### config.mk
export PLATFORM = sky130hd
export DESIGN_NAME = uart_tx_scheduler
export DESIGN_NICKNAME = d
export VERILOG_FILES = /design/src/rtl/uart_tx_scheduler.sv
export SDC_FILE = /design/constraint.sdc
export NUM_CORES = 1
export LEC_CHECK = 0
export ABC_CLOCK_PERIOD_IN_PS = 1690
export BUFFER_PORTS_ARGS = -buffer_cell sky130_fd_sc_hd__buf_4
export CELL_PAD_IN_SITES_DETAIL_PLACEMENT = 0
export CELL_PAD_IN_SITES_GLOBAL_PLACEMENT = 1
export CORE_UTILIZATION = 36
export DETAILED_ROUTE_END_ITERATION = 16
export PLACE_DENSITY = 0.89
export SYNTH_ARGS = -nofsm -noshare
export SYNTH_HDL_FRONTEND = slang
export SYNTH_SLANG_ARGS = --single-unit
### constraint.sdc
create_clock -name clk -period 1.69 [get_ports clk]
set_input_delay 0.2535 -clock clk [delete_from_list [all_inputs] [get_ports clk]]
set_output_delay 0.2535 -clock clk [all_outputs]
set_load 0.02 [all_outputs]
### src/rtl/uart_tx_scheduler.sv
// Round-robin scheduler that shares one UART transmitter between NREQ requesters,
// feeding each granted message LSB byte first over a start/busy handshake.
module uart_tx_scheduler #(
  parameter int NREQ        = 2,
  parameter int ACK_TIMEOUT = 400000
) (
  input  logic                 clk,
  input  logic                 rst_n,
  input  logic [NREQ-1:0]      req,
  input  logic [NREQ*64-1:0]   msg,
  input  logic [NREQ*4-1:0]    len,
  output logic [NREQ-1:0]      gnt,
  output logic [NREQ-1:0]      done,
  output logic [NREQ-1:0]      err,
  output logic [7:0]           tx_data,
  output logic                 tx_start,
  input  logic                 tx_busy,
  output logic                 active
);

  localparam int PW = (NREQ > 1) ? $clog2(NREQ) : 1;

  // Handshake: tx_start is a level held until the synchronised busy is seen high;
  // the byte is complete once synchronised busy returns low. tx_data never moves
  // while tx_start or synchronised busy is high.
  typedef enum logic [2:0] {
    S_IDLE, S_LOAD, S_START, S_WAIT_ACK, S_WAIT_DONE, S_FINISH, S_ABORT
  } state_t;

  state_t            state_q, state_d;
  logic [PW-1:0]     ptr_q, ptr_d;
  logic [PW-1:0]     win_q, win_d;
  logic [63:0]       sreg_q, sreg_d;
  logic [3:0]        cnt_q, cnt_d;
  logic [31:0]       tmo_q, tmo_d;
  logic [NREQ-1:0]   gnt_q, gnt_d;
  logic [NREQ-1:0]   done_q, done_d;
  logic [NREQ-1:0]   err_q, err_d;
  logic [7:0]        tx_data_q, tx_data_d;
  logic              tx_start_q, tx_start_d;
  logic              busy_s1_q, busy_s2_q;

  logic              arb_found;
  logic [PW-1:0]     arb_idx;
  int                arb_pos;
  logic [NREQ-1:0]   win_oh;
  logic [63:0]       msg_sel;
  logic [3:0]        len_sel;
  logic [3:0]        len_clip;

  // Search starts one past the last winner, so every requester gets a turn.
  always_comb begin
    arb_found = 1'b0;
    arb_idx   = '0;
    arb_pos   = 0;
    for (int k = 1; k <= NREQ; k++) begin
      arb_pos = (int'(ptr_q) + k) % NREQ;
      if (!arb_found && req[arb_pos[PW-1:0]]) begin
        arb_found = 1'b1;
        arb_idx   = arb_pos[PW-1:0];
      end
    end
  end

  always_comb begin
    win_oh         = '0;
    win_oh[win_q]  = 1'b1;
  end

  assign msg_sel  = msg[64*int'(win_q) +: 64];
  assign len_sel  = len[4*int'(win_q) +: 4];
  assign len_clip = (len_sel > 4'd8) ? 4'd8 : len_sel;

  always_comb begin
    state_d    = state_q;
    ptr_d      = ptr_q;
    win_d      = win_q;
    sreg_d     = sreg_q;
    cnt_d      = cnt_q;
    tmo_d      = tmo_q;
    gnt_d      = gnt_q;
    done_d     = '0;
    err_d      = '0;
    tx_data_d  = tx_data_q;
    tx_start_d = tx_start_q;
    case (state_q)
      S_IDLE: begin
        if (arb_found) begin
          win_d   = arb_idx;
          ptr_d   = arb_idx;
          state_d = S_LOAD;
        end
      end
      S_LOAD: begin
        sreg_d = msg_sel;
        cnt_d  = len_clip;
        gnt_d  = win_oh;
        if (len_clip == 4'd0) begin
          state_d = S_FINISH;
        end else begin
          tx_data_d = msg_sel[7:0];
          state_d   = S_START;
        end
      end
      S_START: begin
        tx_start_d = 1'b1;
        tmo_d      = '0;
        state_d    = S_WAIT_ACK;
      end
      S_WAIT_ACK: begin
        if (busy_s2_q) begin
          tx_start_d = 1'b0;
          state_d    = S_WAIT_DONE;
        end else if (tmo_q >= 32'(ACK_TIMEOUT - 1)) begin
          tx_start_d = 1'b0;
          state_d    = S_ABORT;
        end else if (tmo_q != '1) begin
          tmo_d = tmo_q + 32'd1;
        end
      end
      S_WAIT_DONE: begin
        if (!busy_s2_q) begin
          sreg_d = sreg_q >> 8;
          cnt_d  = cnt_q - 4'd1;
          if (cnt_q == 4'd1) begin
            state_d = S_FINISH;
          end else begin
            tx_data_d = sreg_q[15:8];
            state_d   = S_START;
          end
        end
      end
      S_FINISH: begin
        done_d  = gnt_q;
        gnt_d   = '0;
        state_d = S_IDLE;
      end
      S_ABORT: begin
        err_d   = gnt_q;
        gnt_d   = '0;
        state_d = S_IDLE;
      end
      default: state_d = S_IDLE;
    endcase
  end

  always_ff @(posedge clk or negedge rst_n) begin
    if (!rst_n) begin
      state_q    <= S_IDLE;
      ptr_q      <= PW'(NREQ - 1);
      win_q      <= '0;
      sreg_q     <= '0;
      cnt_q      <= '0;
      tmo_q      <= '0;
      gnt_q      <= '0;
      done_q     <= '0;
      err_q      <= '0;
      tx_data_q  <= 8'h00;
      tx_start_q <= 1'b0;
      busy_s1_q  <= 1'b0;
      busy_s2_q  <= 1'b0;
    end else begin
      state_q    <= state_d;
      ptr_q      <= ptr_d;
      win_q      <= win_d;
      sreg_q     <= sreg_d;
      cnt_q      <= cnt_d;
      tmo_q      <= tmo_d;
      gnt_q      <= gnt_d;
      done_q     <= done_d;
      err_q      <= err_d;
      tx_data_q  <= tx_data_d;
      tx_start_q <= tx_start_d;
      busy_s1_q  <= tx_busy;
      busy_s2_q  <= busy_s1_q;
    end
  end

  assign gnt      = gnt_q;
  assign done     = done_q;
  assign err      = err_q;
  assign tx_data  = tx_data_q;
  assign tx_start = tx_start_q;
  assign active   = (state_q != S_IDLE);

endmodule

==> metrics.md <==
| Metric | Value |
|---|---|
| Run status | complete, but fails checks |
| Violations in the final reports | negative setup slack |
| Overall Global Routing Usage | a little under a fifth |
| Ratio of final minimum period to clock period | 108% |
| RSZ-0062 raised after global routing | true |
| Top area cells in the synthesized netlist | dfrtp_1 (48%), mux2i_1 (11%), a21oi_1 (5.6%), nand2_1 (5.6%), nor2_1 (4.5%) |
| Post-route cell area | about 9600 sq um |
| Power share of the sequential group | 28.3% |
| Final number of max-transition violations | 0 |
| Main synth FF type | dfrtp_1 |
| Fin util | roughly three fifths |
| Die Y-Extent | about 130 um |
| Proportion of netlist area held by the largest area contributor | between 40% and 50% |
| Kind of capture point of the worst setup path | register |
| Count of unresolved DRC violations after routing | 0 |
| Portion of total power attributed to the clock network | between 20% and 30% |
| Multi-input combinational cell area | ~3400 sq um |
| Final hold violations | 0 |
| Top achievable clock speed | approximately 0.55 GHz |
| Fraction of registers with async set or reset after synthesis | 100% |
| HPWL after detailed placement | approximately 11 mm |
| Largest net degree at the start of global routing | 48 |
| Clk sink count | approximately 110 |
| Worst-skew pair later-pin latency | 420 ps |
| Post-route ant nets | 0 |
| Internal cell power | ~9700 uW |
| Rel. slew slack | just under 70% |
| Sequential area share after synthesis | 48.1% |
| Antenna violations before repair | 0 |
| Core footprint | 16000 sq um |
| # setup viols final | 46 |
| Worst min-delay path category | input port to register |
| Number of nets in the layout | slightly above 1k |
| Clk Tree Root Cell | clkbuf_16 |
| Data required time at the worst endpoint | about 2000 ps |
| Synthesized area per cell | between 9 and 10 sq um |
| Aggregate negative setup slack | -2660 ps |
| FF/Latch Area | around 2900 sq um |
| Worst clock skew on the final layout | around 11 ps |
| Most common cell after layout, fill and taps aside | buf_4 |
| Number of global-route vias before repair | approximately 5.1k |
| Fraction of power spent switching nets | between 30% and 40% |
| Wirelength per Cell | approximately 15 um |
| Count of maximum capacitance violations | 0 |
| Largest vdd supply drop | just over 900 uV |
| Synthesized netlist net count | approximately 800 |
| Biggest fanout along the worst timing path | 8 |
| FF+latch count, synth | about 110 |
| Wire length of the first global-routing pass | 24.6 mm |
| Final GP Congestion | slightly above 0.8 |
| Endpoint arrival time on the critical path | 2120 ps |
| Most frequent cells in the layout | buf_4 (216), dfrtp_1 (111), nand2_1 (79) |
| Number of buffers added by the clock tree synthesis step | 17 |
| Aggregate routed wire length | about 17 mm |
| Fill cell instance count of the final layout | 1329 |
| Initial cell density of the core | between 30% and 40% |
| Cell area after placement | 7930 sq um |
| Clk slew on worst S/H paths | about 60 ps |
| TritonCTS clock tree | built |
| Number of vias per cell | roughly 5.1 |
| Minimum setup slack in the final design | -134 ps |
| Static leakage | ~0.0045 uW |
| Cell count after synthesis | 653 |
| Net switching power | about 6000 uW |
| Post-synth design cell area | 5940 sq um |
| Placed cell count | 1059 |
| Type of element launching the critical path | register |
| Worst Setup Path Type | register to register |
| Via count | ~5.7k |
| Non-filler cells, final | between 1k and 1.5k |
| Input/output buffers | between 150 and 200 |
| Warnings from Yosys | 0 |
| Top-level I/O count | around 160 |
| Minimum clock period | 1820 ps |
| Share of power burned in combinational logic | ~47% |
| Share of layout cells above drive strength 1 | a little under half |
| Largest area contributor in the synthesized netlist | dfrtp_1 |
| Cell Rows | between 40 and 50 |
| Count of antenna diodes in the layout | 0 |
| Detailed Routing Iterations Pass 1 | 4 |
| Die boundary width | about 130 um |
| Post-synthesis cell type count | between 50 and 60 |
| Gr ovfl total | 0 |
| Area growth from synthesis to final layout | 60.9% |
| Floorplan die area | ~17000 sq um |
| Maximum clock insertion buffer count | 2 |
| EDFF count, synth | 0 |
| Slew at the pin closest to its max-slew limit | ~480 ps |
| DRT iter0 DRCs | about 300 |
| Power Dens Cells | roughly 1600 nW/um^2 |
| # H-tree levels | 4 |
[area by class of cell]
class	count	area share, %
multi-input cells	492	35.9
flip-flops and latches	114	29.9
repair buffers	262	24.3
clock buffers	18	4.60
well taps	216	2.83
clock inverters	14	2.10
inverters	8	0.314
[synthesized netlist by cell type (4+ instances only)]
master / instances
and2_1: 16
nand4_1: 4
a22o_1: 5
o211ai_1: 11
clkbuf_1: 20
nor3_1: 7
mux2i_1: 67
nand2_1: 89
buf_2: 16
nand3_1: 10
a21oi_1: 67
nor2_1: 71
and3_1: 5
o21ai_1: 24
inv_1: 7
dfrtp_1: 113
o31ai_1: 12
nor4_1: 6
o21ai_0: 53
[worst paths after layout]
check	start	endpoint	slack, ps	cells after the start
worst max-delay path	win_q	tx_data[7]	-130	7
worst min-delay path	req[0]	ptr_q	50	2
worst max register to register	win_q	tx_data[7]	-130	7
worst min register to register	busy_s1_q	busy_s2_q	380	0
max in group asynchronous	rst_n	win_q	750	3
min in group asynchronous	rst_n	tmo_q[4]	340	2
[power by group through the flow]
stage / Clock [uW] / Sequential, uW / Combinational [uW]
after CTS: 3920 / 4290 / 5910
final: 3880 / 4380 / 7260
after global routing: 4040 / 4480 / 7930
after detailed placement: 0 / 4330 / 5740
after global placement: 0 / 4290 / 5660
after floorplan: 0 / 4280 / 3590
[worst max-delay path: stages, from the launching register on]
cell and delay (ps):
dfrtp_4 420, buf_6 100, or4b_4 470, o22ai_4 260, a2bb2oi_4 110, nand2_4 110, clkbuf_16 170, o21ai_2 50
[routing by layer]
metal  vias to the layer above  routed length [um]  track usage [%]
met2                       176                8570             31.1
li1                       2834                   -                -
met1                      2695                7470             23.9
met4                         0                 386             8.05
met5                         -                   0                0
met3                        28                 926             4.40
[registers in the layout, summed over array words and instances (netlist names)]
| register | cells |
|---|---|
| sreg_q | 56 |
| tmo_q | 32 |
| tx_data | 8 |
| cnt_q | 4 |
| state_q | 3 |
| done | 2 |
| err | 2 |
| gnt | 2 |
| busy_s1_q | 1 |
| busy_s2_q | 1 |
| ptr_q | 1 |
| tx_start | 1 |
| win_q | 1 |
[per-stage QoR]
step	power (uW)	setup WS (ps)	hold WS [ps]
after floorplan	7870	-14.3	-42.1
after global placement	9950	-143	244
after detailed placement	10100	-194	244
after CTS	14100	-107	15.7
after global routing	16500	-199	32.1
final	15500	-134	45.6
[logic make-up (layout without fill, tap and decap cells)]
family	after synthesis	in the layout	share of synthesized area [%]
simple gates	230	231	17.9
xor+xnor	1	1	0.148
compound gates	189	189	18.4
flops	114	114	48.1
mux	68	68	11.5
buf+inv	48	302	3.44
fa+ha+maj	3	3	0.632
[what timing repair did]
| item | 4_1_cts | 5_1_grt |
|---|---|---|
| endpoints found under the setup margin | 51 | 104 |
| cloned | 0 | 12 |
| pin swaps | 10 | 74 |
| hold endpoints to repair | 30 | 0 |
| hold buffers | 2 | 0 |
| setup buffers | 3 | 16 |
| gates resized for setup | 25 | 162 |
No activity file was read; power rests on OpenSTA's default activity.
